<file path="src/rtl/fifo_rr_forwarder.sv">
// Round-robin forwarder: pops one word at a time from four ingress queues
// and pushes it to the egress FIFO chosen by the word's two MSBs.
module fifo_rr_forwarder #(
  parameter int DATA_SIZE = 10,
  parameter int MAX_STALL = 15
) (
  input  logic                   clk,
  input  logic                   reset,
  input  logic                   enable,
  input  logic [3:0]             in_empty,
  input  logic [3:0]             in_error,
  input  logic [4*DATA_SIZE-1:0] in_data,
  input  logic [3:0]             out_pause,
  input  logic [3:0]             out_error,
  output logic [3:0]             pop,
  output logic [3:0]             push,
  output logic [DATA_SIZE-1:0]   data_out,
  output logic [1:0]             grant_id,
  output logic                   busy,
  output logic                   stall_err,
  output logic                   error,
  output logic [7:0]             word_cnt
);

  localparam logic [2:0] S_IDLE  = 3'd0;
  localparam logic [2:0] S_POP   = 3'd1;
  localparam logic [2:0] S_WAIT  = 3'd2;
  localparam logic [2:0] S_SEND  = 3'd3;
  localparam logic [2:0] S_ERROR = 3'd4;

  logic [2:0]           r_state;
  logic [2:0]           w_state_next;
  logic [1:0]           r_grant;
  logic [1:0]           w_grant_next;
  logic [DATA_SIZE-1:0] r_hold;
  logic [DATA_SIZE-1:0] r_data_out;
  logic [3:0]           r_stall_cnt;
  logic                 r_stall_err;
  logic                 r_error;
  logic [7:0]           r_word_cnt;

  logic [DATA_SIZE-1:0] w_in_word [4];
  logic [1:0]           w_dest;
  logic                 w_paused;
  logic                 w_any_err;
  logic                 w_any_ready;

  genvar gi;
  generate
    for (gi = 0; gi < 4; gi++) begin : g_slice
      assign w_in_word[gi] = in_data[gi*DATA_SIZE +: DATA_SIZE];
    end
  endgenerate

  assign w_dest      = r_hold[DATA_SIZE-1 -: 2];
  assign w_paused    = out_pause[w_dest];
  assign w_any_err   = (|in_error) | (|out_error);
  assign w_any_ready = |(~in_empty);

  // Scan from farthest to nearest so the queue right after the last grant wins.
  always_comb begin
    w_grant_next = r_grant;
    for (int k = 4; k >= 1; k--) begin
      if (!in_empty[r_grant + 2'(k)]) w_grant_next = r_grant + 2'(k);
    end
  end

  always_comb begin
    w_state_next = r_state;
    case (r_state)
      S_IDLE:  if (enable && w_any_ready) w_state_next = S_POP;
      S_POP:   w_state_next = S_WAIT;
      S_WAIT:  w_state_next = S_SEND;
      S_SEND:  if (!w_paused) w_state_next = S_IDLE;
      default: w_state_next = S_ERROR;
    endcase
    if (w_any_err) w_state_next = S_ERROR;
  end

  // Strobes are masked combinationally the moment any FIFO flags an error.
  always_comb begin
    pop  = 4'b0000;
    push = 4'b0000;
    if (r_state == S_POP && !w_any_err) pop = 4'b0001 << r_grant;
    if (r_state == S_SEND && !w_paused && !w_any_err) push = 4'b0001 << w_dest;
  end

  always_ff @(posedge clk or negedge reset) begin
    if (!reset) begin
      r_state     <= S_IDLE;
      r_grant     <= 2'd3;
      r_hold      <= '0;
      r_data_out  <= '0;
      r_stall_cnt <= 4'd0;
      r_stall_err <= 1'b0;
      r_error     <= 1'b0;
      r_word_cnt  <= 8'd0;
    end else begin
      r_state <= w_state_next;
      if (w_any_err && r_state != S_ERROR) begin
        r_error <= 1'b1;
        r_hold  <= '0;
      end else begin
        case (r_state)
          S_IDLE: if (enable && w_any_ready) r_grant <= w_grant_next;
          S_WAIT: begin
            r_hold      <= w_in_word[r_grant];
            r_data_out  <= w_in_word[r_grant];
            r_stall_cnt <= 4'd0;
          end
          S_SEND: begin
            if (!w_paused) begin
              r_word_cnt <= r_word_cnt + 8'd1;
            end else if (r_stall_cnt != 4'(MAX_STALL)) begin
              r_stall_cnt <= r_stall_cnt + 4'd1;
              if (r_stall_cnt == 4'(MAX_STALL - 1)) r_stall_err <= 1'b1;
            end
          end
          default: ;
        endcase
      end
    end
  end

  assign data_out  = r_data_out;
  assign grant_id  = r_grant;
  assign busy      = (r_state != S_IDLE);
  assign stall_err = r_stall_err;
  assign error     = r_error;
  assign word_cnt  = r_word_cnt;

endmodule

</file>
<file path="config.mk">
export PLATFORM = sky130hd
export DESIGN_NAME = fifo_rr_forwarder
export DESIGN_NICKNAME = d
export VERILOG_FILES = /design/src/rtl/fifo_rr_forwarder.sv
export SDC_FILE = /design/constraint.sdc
export NUM_CORES = 1
export LEC_CHECK = 0
export ABC_AREA = 1
export BUFFER_PORTS_ARGS = -buffer_cell sky130_fd_sc_hd__buf_2
export CORE_MARGIN = 2
export CORE_UTILIZATION = 50
export CTS_CLUSTER_DIAMETER = 100
export DETAILED_ROUTE_END_ITERATION = 6
export PLACE_DENSITY_LB_ADDON = 0.1
export SYNTH_ARGS = -nofsm -noshare
export SYNTH_HDL_FRONTEND = slang
export SYNTH_SLANG_ARGS = --single-unit
</file>
<file path="constraint.sdc">
create_clock -name clk -period 2.84 [get_ports clk]
set_clock_uncertainty 0.1 [all_clocks]
set_input_delay 0.284 -clock clk [delete_from_list [all_inputs] [get_ports clk]]
set_output_delay 0.284 -clock clk [all_outputs]
set_load 0.05 [all_outputs]
</file>
# Yosys cells after proc, flatten, opt, wreduce, memory -nomap -nowiden
# Index checks and enable logic that the tools add are counted.
classes:
  n_addsub: 5
  multipliers: 0
  div: 0
  n_lt_le_gt_ge: 5
  eq_ne: 11
  n_shift: 2
  muxes: 25
  bitwise_logic: 5
  reduce_logical: 20
op_table:
  columns: ["cell", "count"]
  rows:
  - ["two-way mux 10 bit", 4]
  - ["binary-select mux 10 bit (select 2 bit)", 1]
  - ["two-way mux 4 bit", 4]
  - ["< comparator 2 x 3 -> 1 bit (second input constant)", 4]
  - ["inequality test 3 bit (second input constant)", 4]
  - ["case mux 3 bit (4 select lines)", 1]
  - ["OR reduction 4 bit", 3]
  - ["two-way mux 3 bit", 3]
  - ["adder 8 x 1 -> 8 bit (second input constant)", 1]
  - ["binary-select mux 1 bit (select 2 bit)", 4]
  - ["case mux 4 bit (2 select lines)", 1]
  - ["AND reduction 4 bit", 2]
  - ["<< shifter 1 x 2 -> 4 bit (first input constant)", 2]
  - ["== test 3 x 2 -> 1 bit (second input constant)", 2]
  - ["two-way mux 2 bit", 3]
  - ["logical AND 1 bit", 5]
  - ["AND reduction 5 bit", 1]
  - ["adder 2 bit (second input constant)", 2]
  - ["adder 4 x 1 -> 4 bit (second input constant)", 1]
  - ["== test 4 bit (second input constant)", 1]
  - ["two-way mux 1 bit", 4]
  - ["inequality test 4 bit (second input constant)", 1]
  - ["inverter 4 bit", 1]
  - ["AND reduction 2 bit", 2]
  - ["other kinds (13)", 16]
totals:
  regBits: 39
  latchBits: 0
  ram_bits: 0
  rom_bits: 0
  input_bits: 59
  output_inout_bits: 31
  n_memories: 0

# Logic depth before layout (Yosys ltp)
# Gate-level depths: netlist of the first run.
depth:
  ltp_word: 6
  depth_mapped: 12
  depth_no_buf: 10

# Worst setup path after synthesis of the first run
# OpenSTA, ideal clock, no wires.
synth_path:
  path_kind: "register to output"
  start: "reg r_state[2]"
  end: "out push[0]"
  arrival_time_ns: 2.100
  required_ns: 2.456
  setup_slack_ns: 0.356
  stages_incl_launch_ff: 6
  n_path_buf: 0
  path_cell_list: "dfrtp_1 > nor3_4 > inv_2 > nor2_4 > nand2_1 > nor3_1"
synth_via:
  elab_chain_cells: 4
synth_rtl:
  columns: ["item", "line_no", "source"]
  rows:
  - ["start, declared", "31", "logic [2:0] r_state;"]
  - ["start signal, assigned", "99", "r_state <= w_state_next;"]
  - ["== test 3 x 2 -> 1 bit", "85", "if (r_state == S_SEND && !w_paused && !w_any_err) push = 4'b0001 << w_dest;"]
  - ["logical AND 1 bit (2 in series)", "85", null]
  - ["two-way mux 4 bit", "85", null]
  - ["end, declared", "16", "output logic [3:0] push,"]
# Every way passes these cells.

# Worst setup path in the final report of the first run
layout_path:
  start: "reg r_state[2]"
  end: "out push[3]"
# The elaborated chain is that of the path after synthesis.

==> run_results.csv, run 1 <==
group,metric,value,unit
timing,rsz0062_at_grt,"no",
pwr,powerDensity,366,nW/um2
pwr,power_switching,0.210,mW
layout,nNetsFinal,435,
clock_tree,post_cts_buffers,0,
status,status,"complete, no violations",
global_route,gr-total-overflow,0,
place,place_congestion,0.822,
run,drv_cap,0,
synth,synth_cell_types,30,
global_route,grt_pass1_vias,1867,
synth,postSynthCellCount,279,
worst_setup_path,critPathBufInv,2,
floorplan,fp-row-count,23,
timing,finalSetupViolations,0,
worst_setup_path,cp_max_fo,7,
routing,post_drt_wl_per_cell,11.8,um
global_route,met3_usage,0.0658,
floorplan,io_pins,90,
place,port_buffers,89,
synth,ys_top_cells_by_area,"dfrtp_1 35%, nand2_1 12%, o21ai_0 6.6%",
routing,num_vias,2112,
worst_setup_path,worstPathRequired,2.46,ns
synth,synth_edf_count,0,
clock_tree,clkTransAtPathRegs,0.07,ns
min_path,hold_path.class,"in2reg",
pwr,p_leak,1.46,nW
synth,synth_nets,345,
synth,seq_area_frac_synth,0.378,
global_route,grtUsageTotal,0.231,
timing,period_share,0.808,
routing,first_iter_violations,160,
floorplan,die_h,68.1,um
synth,avgSynthCellArea,7.37,um2
timing,drv_slew,0,
clock_tree,root_buffer,"clkbuf_8",
worst_setup_path,critPathTopFamily,"simple AND/OR/NAND/NOR gates",
routing,drc,0,
global_route,grt_max_degree,32,
routing,drt_wl_total,4960,um
place,hpwlAfterDp,3780,um
synth,post-synth-top-count-cell,"nand2_1",
worst_setup_path,crit_arrival,1.91,ns
worst_setup_path,critPathCaptureType,"primary output",
timing,worst_pin_slew,0.703,ns
worst_setup_path,crit_chain,"nor3_4, inv_2, nor2_4, nand2_1, nor3_1, buf_2",
synth,synth_top_cell_area_share,0.353,
synth,ys_async_sr_fraction,1.00,
timing,fin_setup_tns,0,ns
timing,final.setup.worst_slack,0.546,ns
timing,hold_violations,0,
layout,drive_gt1_frac,0.341,
clock_tree,cts_buffers,5,
routing,dr.pass1.iters,5,
pwr,swShare,0.215,
global_route,grt_pass1_wl,8040,um
clock_tree,clk_latency,0.29,ns
pwr,p_int,0.765,mW
worst_setup_path,slowest_delay,0.43,ns
global_route,grt_busiest_layer,"met2",
floorplan,core_area,3970,um2
timing,max_slew_margin,0.531,
floorplan,start_util,0.518,
pwr,seq_power_share,0.453,
global_route,grtUsageMet2,0.388,
global_route,met1_usage,0.291,
pwr,vdd_drop_max,251,uV
floorplan,die_area,4640,um2
synth,synth_common_cells,"67 x nand2_1, 34 x nor2_1, 29 x dfrtp_1",
global_route,antenna_found_initial,0,
synth,synth_area,2060,um2
layout,antenna_cells,0,
worst_setup_path,cpMaxStageDelayCell,"dfrtp_1",
timing,clock.fmax,0.436,GHz
clock_tree,clock_sinks,31,
clock_tree,clockBufferDepth,2,
routing,viasPerCell,5.03,
clock_tree,cts_htree_levels,2,
layout,final_area,2660,um2
clock_tree,cts_tree,"yes",
worst_setup_path,timing_worst_setup_path_type,"reg2out",
synth,ys_warn_count,0,
synth,synth_area_leader_cell,"dfrtp_1",
worst_setup_path,start_kind,"register",
pwr,comb_power_share,0.079,
pwr,clock_power_share,0.468,
place,post-place-ws,0.823,ns
layout,synthToLayoutAreaGrowth,29.4,%
synth,synthFlopType,"dfrtp_1",
synth,ys_ff_latch,31,
routing,antenna_left,0,
place,placed_area,2530,um2
floorplan,die_w,68.1,um
timing,fin_crit,2.29,ns
worst reg2reg max path, delay by kind of cell, from the launching register on:
family	cells	cell delay, ns
adder cells (fa/ha/maj)	1	0.36
buffers and inverters	3	0.36
flip-flops	1	0.69
AND/OR/NAND/NOR	6	0.43
power by group through the flow:
stage                     Sequential (mW)  Clock, mW  Combinational [mW]
after global placement              0.450          0              0.0754
after detailed placement            0.450          0              0.0762
after floorplan                     0.450          0              0.0240
after CTS                           0.442      0.462              0.0775
final                               0.442      0.457              0.0767
after global routing                0.441      0.478              0.0876
cells by family (layout without fill, tap and decap cells):
group,Yosys count,count (layout),synth area share
fa+ha+maj,7,7,0.0426
buf+inv,39,130,0.0748
simple gates,140,140,0.301
flops,31,31,0.378
xor+xnor,8,8,0.0341
mux,8,8,0.0438
compound gates,46,46,0.125
layout by cell type (no fill, tap or decap), drive strengths merged:
master and instances:
nor3 7, a31o 1, buf 90, mux2 8, and3 1, xnor2 5, or2 3, inv 31
clkbuf 6, nand3 17, xor2 3, dfstp 2, a21oi 1, clkinv 1, nand4 3, and2 1
o22ai 10, o21ai 34, nor2 38, nand2 70, dlygate4sd3 1, ha 7, bufinv 1, dfrtp 29
metal layers:
layer / wire length [um] / share of wire
met5: 0 / 0
met4: 63 / 0.013
met3: 285 / 0.057
met2: 2330 / 0.47
met1: 2280 / 0.46
sequential cells by signal, summed over array words and instances (netlist names):
name / cells
data_out: 10
word_cnt: 8
r_stall_cnt: 4
r_state: 3
grant_id: 2
r_hold: 2
error: 1
stall_err: 1
cell type report:
type                    count  area [um2]
repair buffers             91         463
multi-input cells         209        1120
inverters                  31         116
well taps                  50        62.6
fillers                   360        1310
clock inverters             2        35.0
clock buffers               6        82.6
flip-flops and latches     31         778
timing repair:
action                    in CTS  in global routing
hold endpoints to repair      29                  0
gates resized for setup        0                  0
hold buffers                   1                  0
through the flow:
| stage | cells | hold slack [ns] | utilization | total power [mW] |
|---|---|---|---|---|
| 4_1_cts | 420 | 0.294 | 0.670 | 0.981 |
| 2_1_floorplan | 279 | -0.112 | - | 0.474 |
| 3_5_place_dp | 411 | 0.278 | 0.638 | 0.526 |
| 3_3_place_gp | 411 | 0.277 | 0.638 | 0.525 |
| 5_1_grt | 420 | 0.307 | 0.670 | 1.01 |
| 6_report | 420 | 0.301 | 0.670 | 0.975 |
path summary, 6_finish.rpt:
path,from,to,slack [ns],depth (start not counted)
max,r_state[2],push[3],0.55,6
min,in_data[4],data_out[4],0.30,4
max reg2reg,grant_id[1],grant_id[0],0.83,10
min reg2reg,stall_err,stall_err,0.36,1
max in group asynchronous,reset,data_out[6],1.70,2
min in group asynchronous,reset,word_cnt[7],0.48,2
Note: power is estimated with default switching activity, not from simulation.
==> run 2: changes to the inputs <==
--- a/config.mk
+++ b/config.mk
@@ -8,7 +8,7 @@
 export ABC_AREA = 1
 export BUFFER_PORTS_ARGS = -buffer_cell sky130_fd_sc_hd__buf_2
 export CORE_MARGIN = 2
-export CORE_UTILIZATION = 50
+export CORE_UTILIZATION = 43
 export CTS_CLUSTER_DIAMETER = 100
 export DETAILED_ROUTE_END_ITERATION = 6
 export PLACE_DENSITY_LB_ADDON = 0.1
==> constraint.sdc (replaced) <==
create_clock -name clk -period 1.88 [get_ports clk]
set_clock_uncertainty 0.1 [all_clocks]
set_input_delay 0.188 -clock clk [delete_from_list [all_inputs] [get_ports clk]]
set_output_delay 0.188 -clock clk [all_outputs]
set_load 0.05 [all_outputs]
==> run_results.csv, run 2 (synthesis results as in run 1) <==
group,metric,value,unit
place,post-place-ws,0.168,ns
routing,first_iter_violations,121,
routing,drc,0,
min_path,hold_path.startpoint,"in_data[0]",
pwr,p_leak,1.54,nW
global_route,grtUsageTotal,0.202,
place,hpwlAfterDp,4010,um
global_route,met1_usage,0.256,
timing,finalSetupViolations,0,
clock_tree,clockBufferDepth,2,
timing,fin_crit,1.87,ns
layout,nNetsFinal,448,
pwr,power_switching,0.300,mW
routing,num_vias,2151,
min_path,hold_path.class,"in2reg",
timing,drv_slew,0,
routing,antenna_left,0,
global_route,gr-total-overflow,0,
layout,fin_cells,436,
floorplan,die_w,73.2,um
worst_setup_path,rrSetupSlack,0.20,ns
clock_tree,cts_tree,"yes",
worst_setup_path,crit_arrival,1.58,ns
global_route,met3_usage,0.0497,
pwr,p_int,1.01,mW
worst_setup_path,start_kind,"register",
pwr,clock_power_share,0.404,
layout,final_common_cell,"buf_2",
floorplan,fp-row-count,25,
timing,max_slew_margin,0.528,
min_path,hold_end,"data_out[0]",
global_route,grtUsageMet2,0.339,
pwr,vdd_drop_max,237,uV
clock_tree,cts_htree_levels,2,
worst_setup_path,worstPathRequired,1.59,ns
run,drv_cap,0,
place,place_congestion,0.858,
global_route,antenna_found_initial,0,
routing,drt_wl_total,5250,um
pwr,seq_power_share,0.508,
routing,dr.pass1.iters,4,
pwr,comb_power_share,0.088,
place,port_buffers,89,
place,dp_cells,423,
worst_setup_path,rr_worst_depth,12,
floorplan,start_util,0.441,
status,status,"complete, no violations",
timing,fin_setup_tns,0,ns
layout,synthToLayoutAreaGrowth,38.2,%
clock_tree,clock_sinks,31,
global_route,grt_busiest_layer,"met2",
timing,clock.fmax,0.535,GHz
timing,hold_violations,0,
global_route,grt_pass1_wl,8400,um
routing,post_drt_wl_per_cell,12.0,um
global_route,grt_max_degree,32,
layout,layout_common_cells,"82 x buf_2, 66 x nand2_1, 30 x nor2_1",
layout,fin_util,0.610,
pwr,swShare,0.228,
timing,final.setup.worst_slack,0.0119,ns
timing,rsz0062_at_grt,"yes",
worst_setup_path,critPathCaptureType,"primary output",
clock_tree,root_buffer,"clkbuf_8",
clock_tree,clkTransAtPathRegs,0.07,ns
worst_setup_path,rr_startpoint,"r_hold[8]",
floorplan,die_area,5350,um2
worst_setup_path,cp_max_fo,4,
worst_setup_path,r2r-end,"r_stall_cnt[0]",
worst_setup_path,timing_worst_setup_path_type,"reg2out",
global_route,grt_pass1_vias,1896,
min_path,whs_path_depth,4,
layout,drive_gt1_frac,0.393,
pwr,powerDensity,462,nW/um2
timing,worst_pin_slew,0.708,ns
floorplan,die_h,73.2,um
floorplan,core_area,4660,um2
timing,holdWs,0.199,ns
clock_tree,clk_latency,0.28,ns
layout,largest_reg_flops,10,
clock_tree,cts_buffers,5,
layout,antenna_cells,0,
routing,viasPerCell,4.93,
floorplan,io_pins,90,
timing,period_share,0.994,
## run 2: routing by layer
| layer | part of all wire | wire length [um] |
|---|---|---|
| met1 | 0.44 | 2310 |
| met2 | 0.47 | 2470 |
| met3 | 0.077 | 406 |
| met4 | 0.011 | 60 |
| met5 | 0 | 0 |
## run 2: stage by stage
stage | power [mW] | area [um2]
2_1_floorplan | 0.716 | 2130
3_3_place_gp | 0.794 | 2660
3_5_place_dp | 0.794 | 2660
4_1_cts | 1.34 | 2800
5_1_grt | 1.38 | 2840
6_report | 1.31 | 2840
## run 2: layout make-up
class,instances,area [um2]
clock buffers,6,82.6
clock inverters,1,5.00
fillers,444,1820
inverters,31,121
multi-input cells,209,1190
flip-flops and latches,31,779
well taps,54,67.6
repair buffers,104,593
## run 2: worst max path at each step
stage,startpoint,end,depth (start not counted)
final,r_state[1],push[0],7
after global routing,r_state[1],push[0],7
after CTS,r_hold[8],push[2],9
after detailed placement,r_hold[9],push[2],7
after global placement,out_error[3],data_out[5],7
after floorplan,r_hold[8],push[0],8
## run 2: timing repair
item | in CTS | in global routing
setup buffers | 2 | 3
endpoints found under the setup margin | 5 | 8
pin swaps | 1 | 3
resized for setup | 8 | 7
hold buffers | 1 | 0
endpoints found under the hold margin | 29 | 0
## run 2: power by group through the flow
stage	combinational, mW	sequential (mW)	clock [mW]
6_report	0.115	0.667	0.532
5_1_grt	0.132	0.667	0.583
4_1_cts	0.117	0.667	0.557
3_5_place_dp	0.115	0.680	0
3_3_place_gp	0.114	0.680	0
2_1_floorplan	0.0362	0.680	0
## run 2: worst max-delay path: stages (launching register included)
cell	delay (ns)
dfrtp_1	0.38
inv_2	0.08
nor3_4	0.21
inv_2	0.08
nor2_4	0.14
nand2_4	0.10
nor3_2	0.14
buf_6	0.18
==> run 3: changes to the inputs <==
--- a/config.mk
+++ b/config.mk
@@ -8,7 +8,7 @@
 export ABC_AREA = 1
 export BUFFER_PORTS_ARGS = -buffer_cell sky130_fd_sc_hd__buf_2
 export CORE_MARGIN = 2
-export CORE_UTILIZATION = 43
+export CORE_UTILIZATION = 48
 export CTS_CLUSTER_DIAMETER = 100
 export DETAILED_ROUTE_END_ITERATION = 6
 export PLACE_DENSITY_LB_ADDON = 0.1
==> constraint.sdc (replaced) <==
create_clock -name clk -period 1.9 [get_ports clk]
set_clock_uncertainty 0.1 [all_clocks]
set_input_delay 0.19 -clock clk [delete_from_list [all_inputs] [get_ports clk]]
set_output_delay 0.19 -clock clk [all_outputs]
set_load 0.05 [all_outputs]
==> run_results.csv, run 3 (synthesis results as in run 1) <==
group,metric,value,unit
status,status,"complete, no violations",
layout,synthToLayoutAreaGrowth,39.1,%
floorplan,die_area,4820,um2
floorplan,die_h,69.5,um
timing,finalSetupViolations,0,
layout,layout_common_cells,"82 x buf_2, 62 x nand2_1, 30 x nor2_1",
routing,drc,0,
layout,final_common_cell,"buf_2",
pwr,comb_power_share,0.093,
timing,hold_violations,0,
worst_setup_path,cp_max_fo,4,
layout,final_area,2860,um2
place,hpwlAfterDp,3820,um
global_route,grtUsageTotal,0.217,
floorplan,die_w,69.5,um
layout,largest_reg_flops,10,
routing,dr.pass1.iters,6,
global_route,gr-total-overflow,0,
pwr,p_int,0.980,mW
min_path,hold_path.class,"in2reg",
worst_setup_path,timing_worst_setup_path_type,"reg2out",
worst_setup_path,crit_arrival,1.60,ns
timing,rsz0062_at_grt,"yes",
routing,viasPerCell,4.99,
pwr,p_leak,1.53,nW
timing,fin_crit,1.89,ns
clock_tree,cts_tree,"yes",
pwr,powerDensity,445,nW/um2
pwr,swShare,0.229,
global_route,grt_pass1_vias,2006,
clock_tree,clkTransAtPathRegs,0.06,ns
place,port_buffers,89,
timing,drv_slew,0,
worst_setup_path,start_kind,"register",
layout,fin_util,0.705,
pwr,power,1.27,mW
clock_tree,clockBufferDepth,2,
routing,antenna_left,0,
global_route,grt_pass1_wl,8650,um
timing,worst_pin_slew,0.684,ns
worst_setup_path,critPathCaptureType,"primary output",
place,place_congestion,0.808,
timing,period_share,0.997,
clock_tree,clk_latency,0.28,ns
place,placed_area,2640,um2
floorplan,core_area,4060,um2
layout,nNetsFinal,447,
clock_tree,cts_buffers,5,
pwr,clock_power_share,0.388,
run,drv_cap,0,
routing,first_iter_violations,77,
timing,holdWs,0.211,ns
timing,max_slew_margin,0.544,
floorplan,fp-row-count,23,
routing,post_drt_wl_per_cell,11.7,um
routing,num_vias,2157,
clock_tree,root_buffer,"clkbuf_8",
worst_setup_path,worstPathRequired,1.61,ns
layout,nFillCells,328,
pwr,power_switching,0.292,mW
floorplan,start_util,0.507,
clock_tree,clock_sinks,31,
pwr,vdd_drop_max,458,uV
floorplan,io_pins,90,
clock_tree,cts_htree_levels,2,
global_route,grt_max_degree,32,
timing,clock.fmax,0.528,GHz
layout,drive_gt1_frac,0.408,
routing,drt_wl_total,5070,um
layout,antenna_cells,0,
global_route,antenna_found_initial,0,
pwr,seq_power_share,0.519,
-- run 3: changes by cell type in the layout (fill, tap and decap cells not counted), sizes merged --
| cell | change |
|---|---|
| clkinvlp | +1 |
| inv | -1 |
-- run 3: layout make-up --
type	instances	area [um2]	area share
Tap cell	50	62.6	0.0219
Sequential cell	31	782	0.273
Inverter	31	125	0.0437
Clock inverter	1	5.00	0.00175
Clock buffer	7	76.3	0.0267
Timing Repair Buffer	103	589	0.206
Multi-Input combinational cell	209	1220	0.427
-- run 3: layer usage --
| layer | track usage | wire [um] | vias to the layer above |
|---|---|---|---|
| met3 | 0.0509 | 282 | 8 |
| li1 | - | - | 1111 |
| met4 | 0.0675 | 95 | 0 |
| met2 | 0.359 | 2360 | 65 |
| met1 | 0.283 | 2330 | 973 |
| met5 | 0 | 0 | - |
-- run 3: worst max-delay path: stages (launching register included) --
cell	delay, ns
dfrtp_2	0.44
nor3_4	0.22
inv_2	0.08
nor2_4	0.15
nand2_4	0.11
nor3_4	0.14
buf_6	0.18
-- run 3: per-stage QoR --
step / std cells / TNS, ns / worst slack [ns]
6_report: 432 / 0 / 0.00632
5_1_grt: 432 / -0.401 / -0.116
4_1_cts: 428 / 0 / 0.00650
3_5_place_dp: 417 / 0 / 0.0501
3_3_place_gp: 417 / 0 / 0.108
2_1_floorplan: 279 / -0.332 / -0.166
-- run 3: timing repair --
| item | 4_1_cts | 5_1_grt |
|---|---|---|
| cloned | 0 | 0 |
| hold endpoints to repair | 29 | 0 |
| gates resized for setup | 11 | 19 |
| setup buffers | 2 | 4 |
| hold buffers | 1 | 0 |
| setup endpoints to repair | 4 | 8 |
-- run 3: path summary, 6_finish.rpt --
| path | depth (start not counted) | slack [ns] | start | to |
|---|---|---|---|---|
| max | 6 | 0.006 | r_state[2] | push[3] |
| min | 4 | 0.21 | in_data[1] | data_out[1] |
| max reg2reg | 5 | 0.26 | r_state[0] | data_out[2] |
| min reg2reg | 1 | 0.37 | error | error |
| max in group asynchronous | 2 | 0.83 | reset | r_hold[8] |
| min in group asynchronous | 2 | 0.38 | reset | data_out[3] |
-- run 3: power groups by stage --
stage	Combinational, mW	Sequential, mW	Clock [mW]
after floorplan	0.0358	0.673	0
after global placement	0.111	0.672	0
after detailed placement	0.113	0.672	0
after CTS	0.114	0.660	0.504
after global routing	0.136	0.660	0.540
final	0.119	0.660	0.493
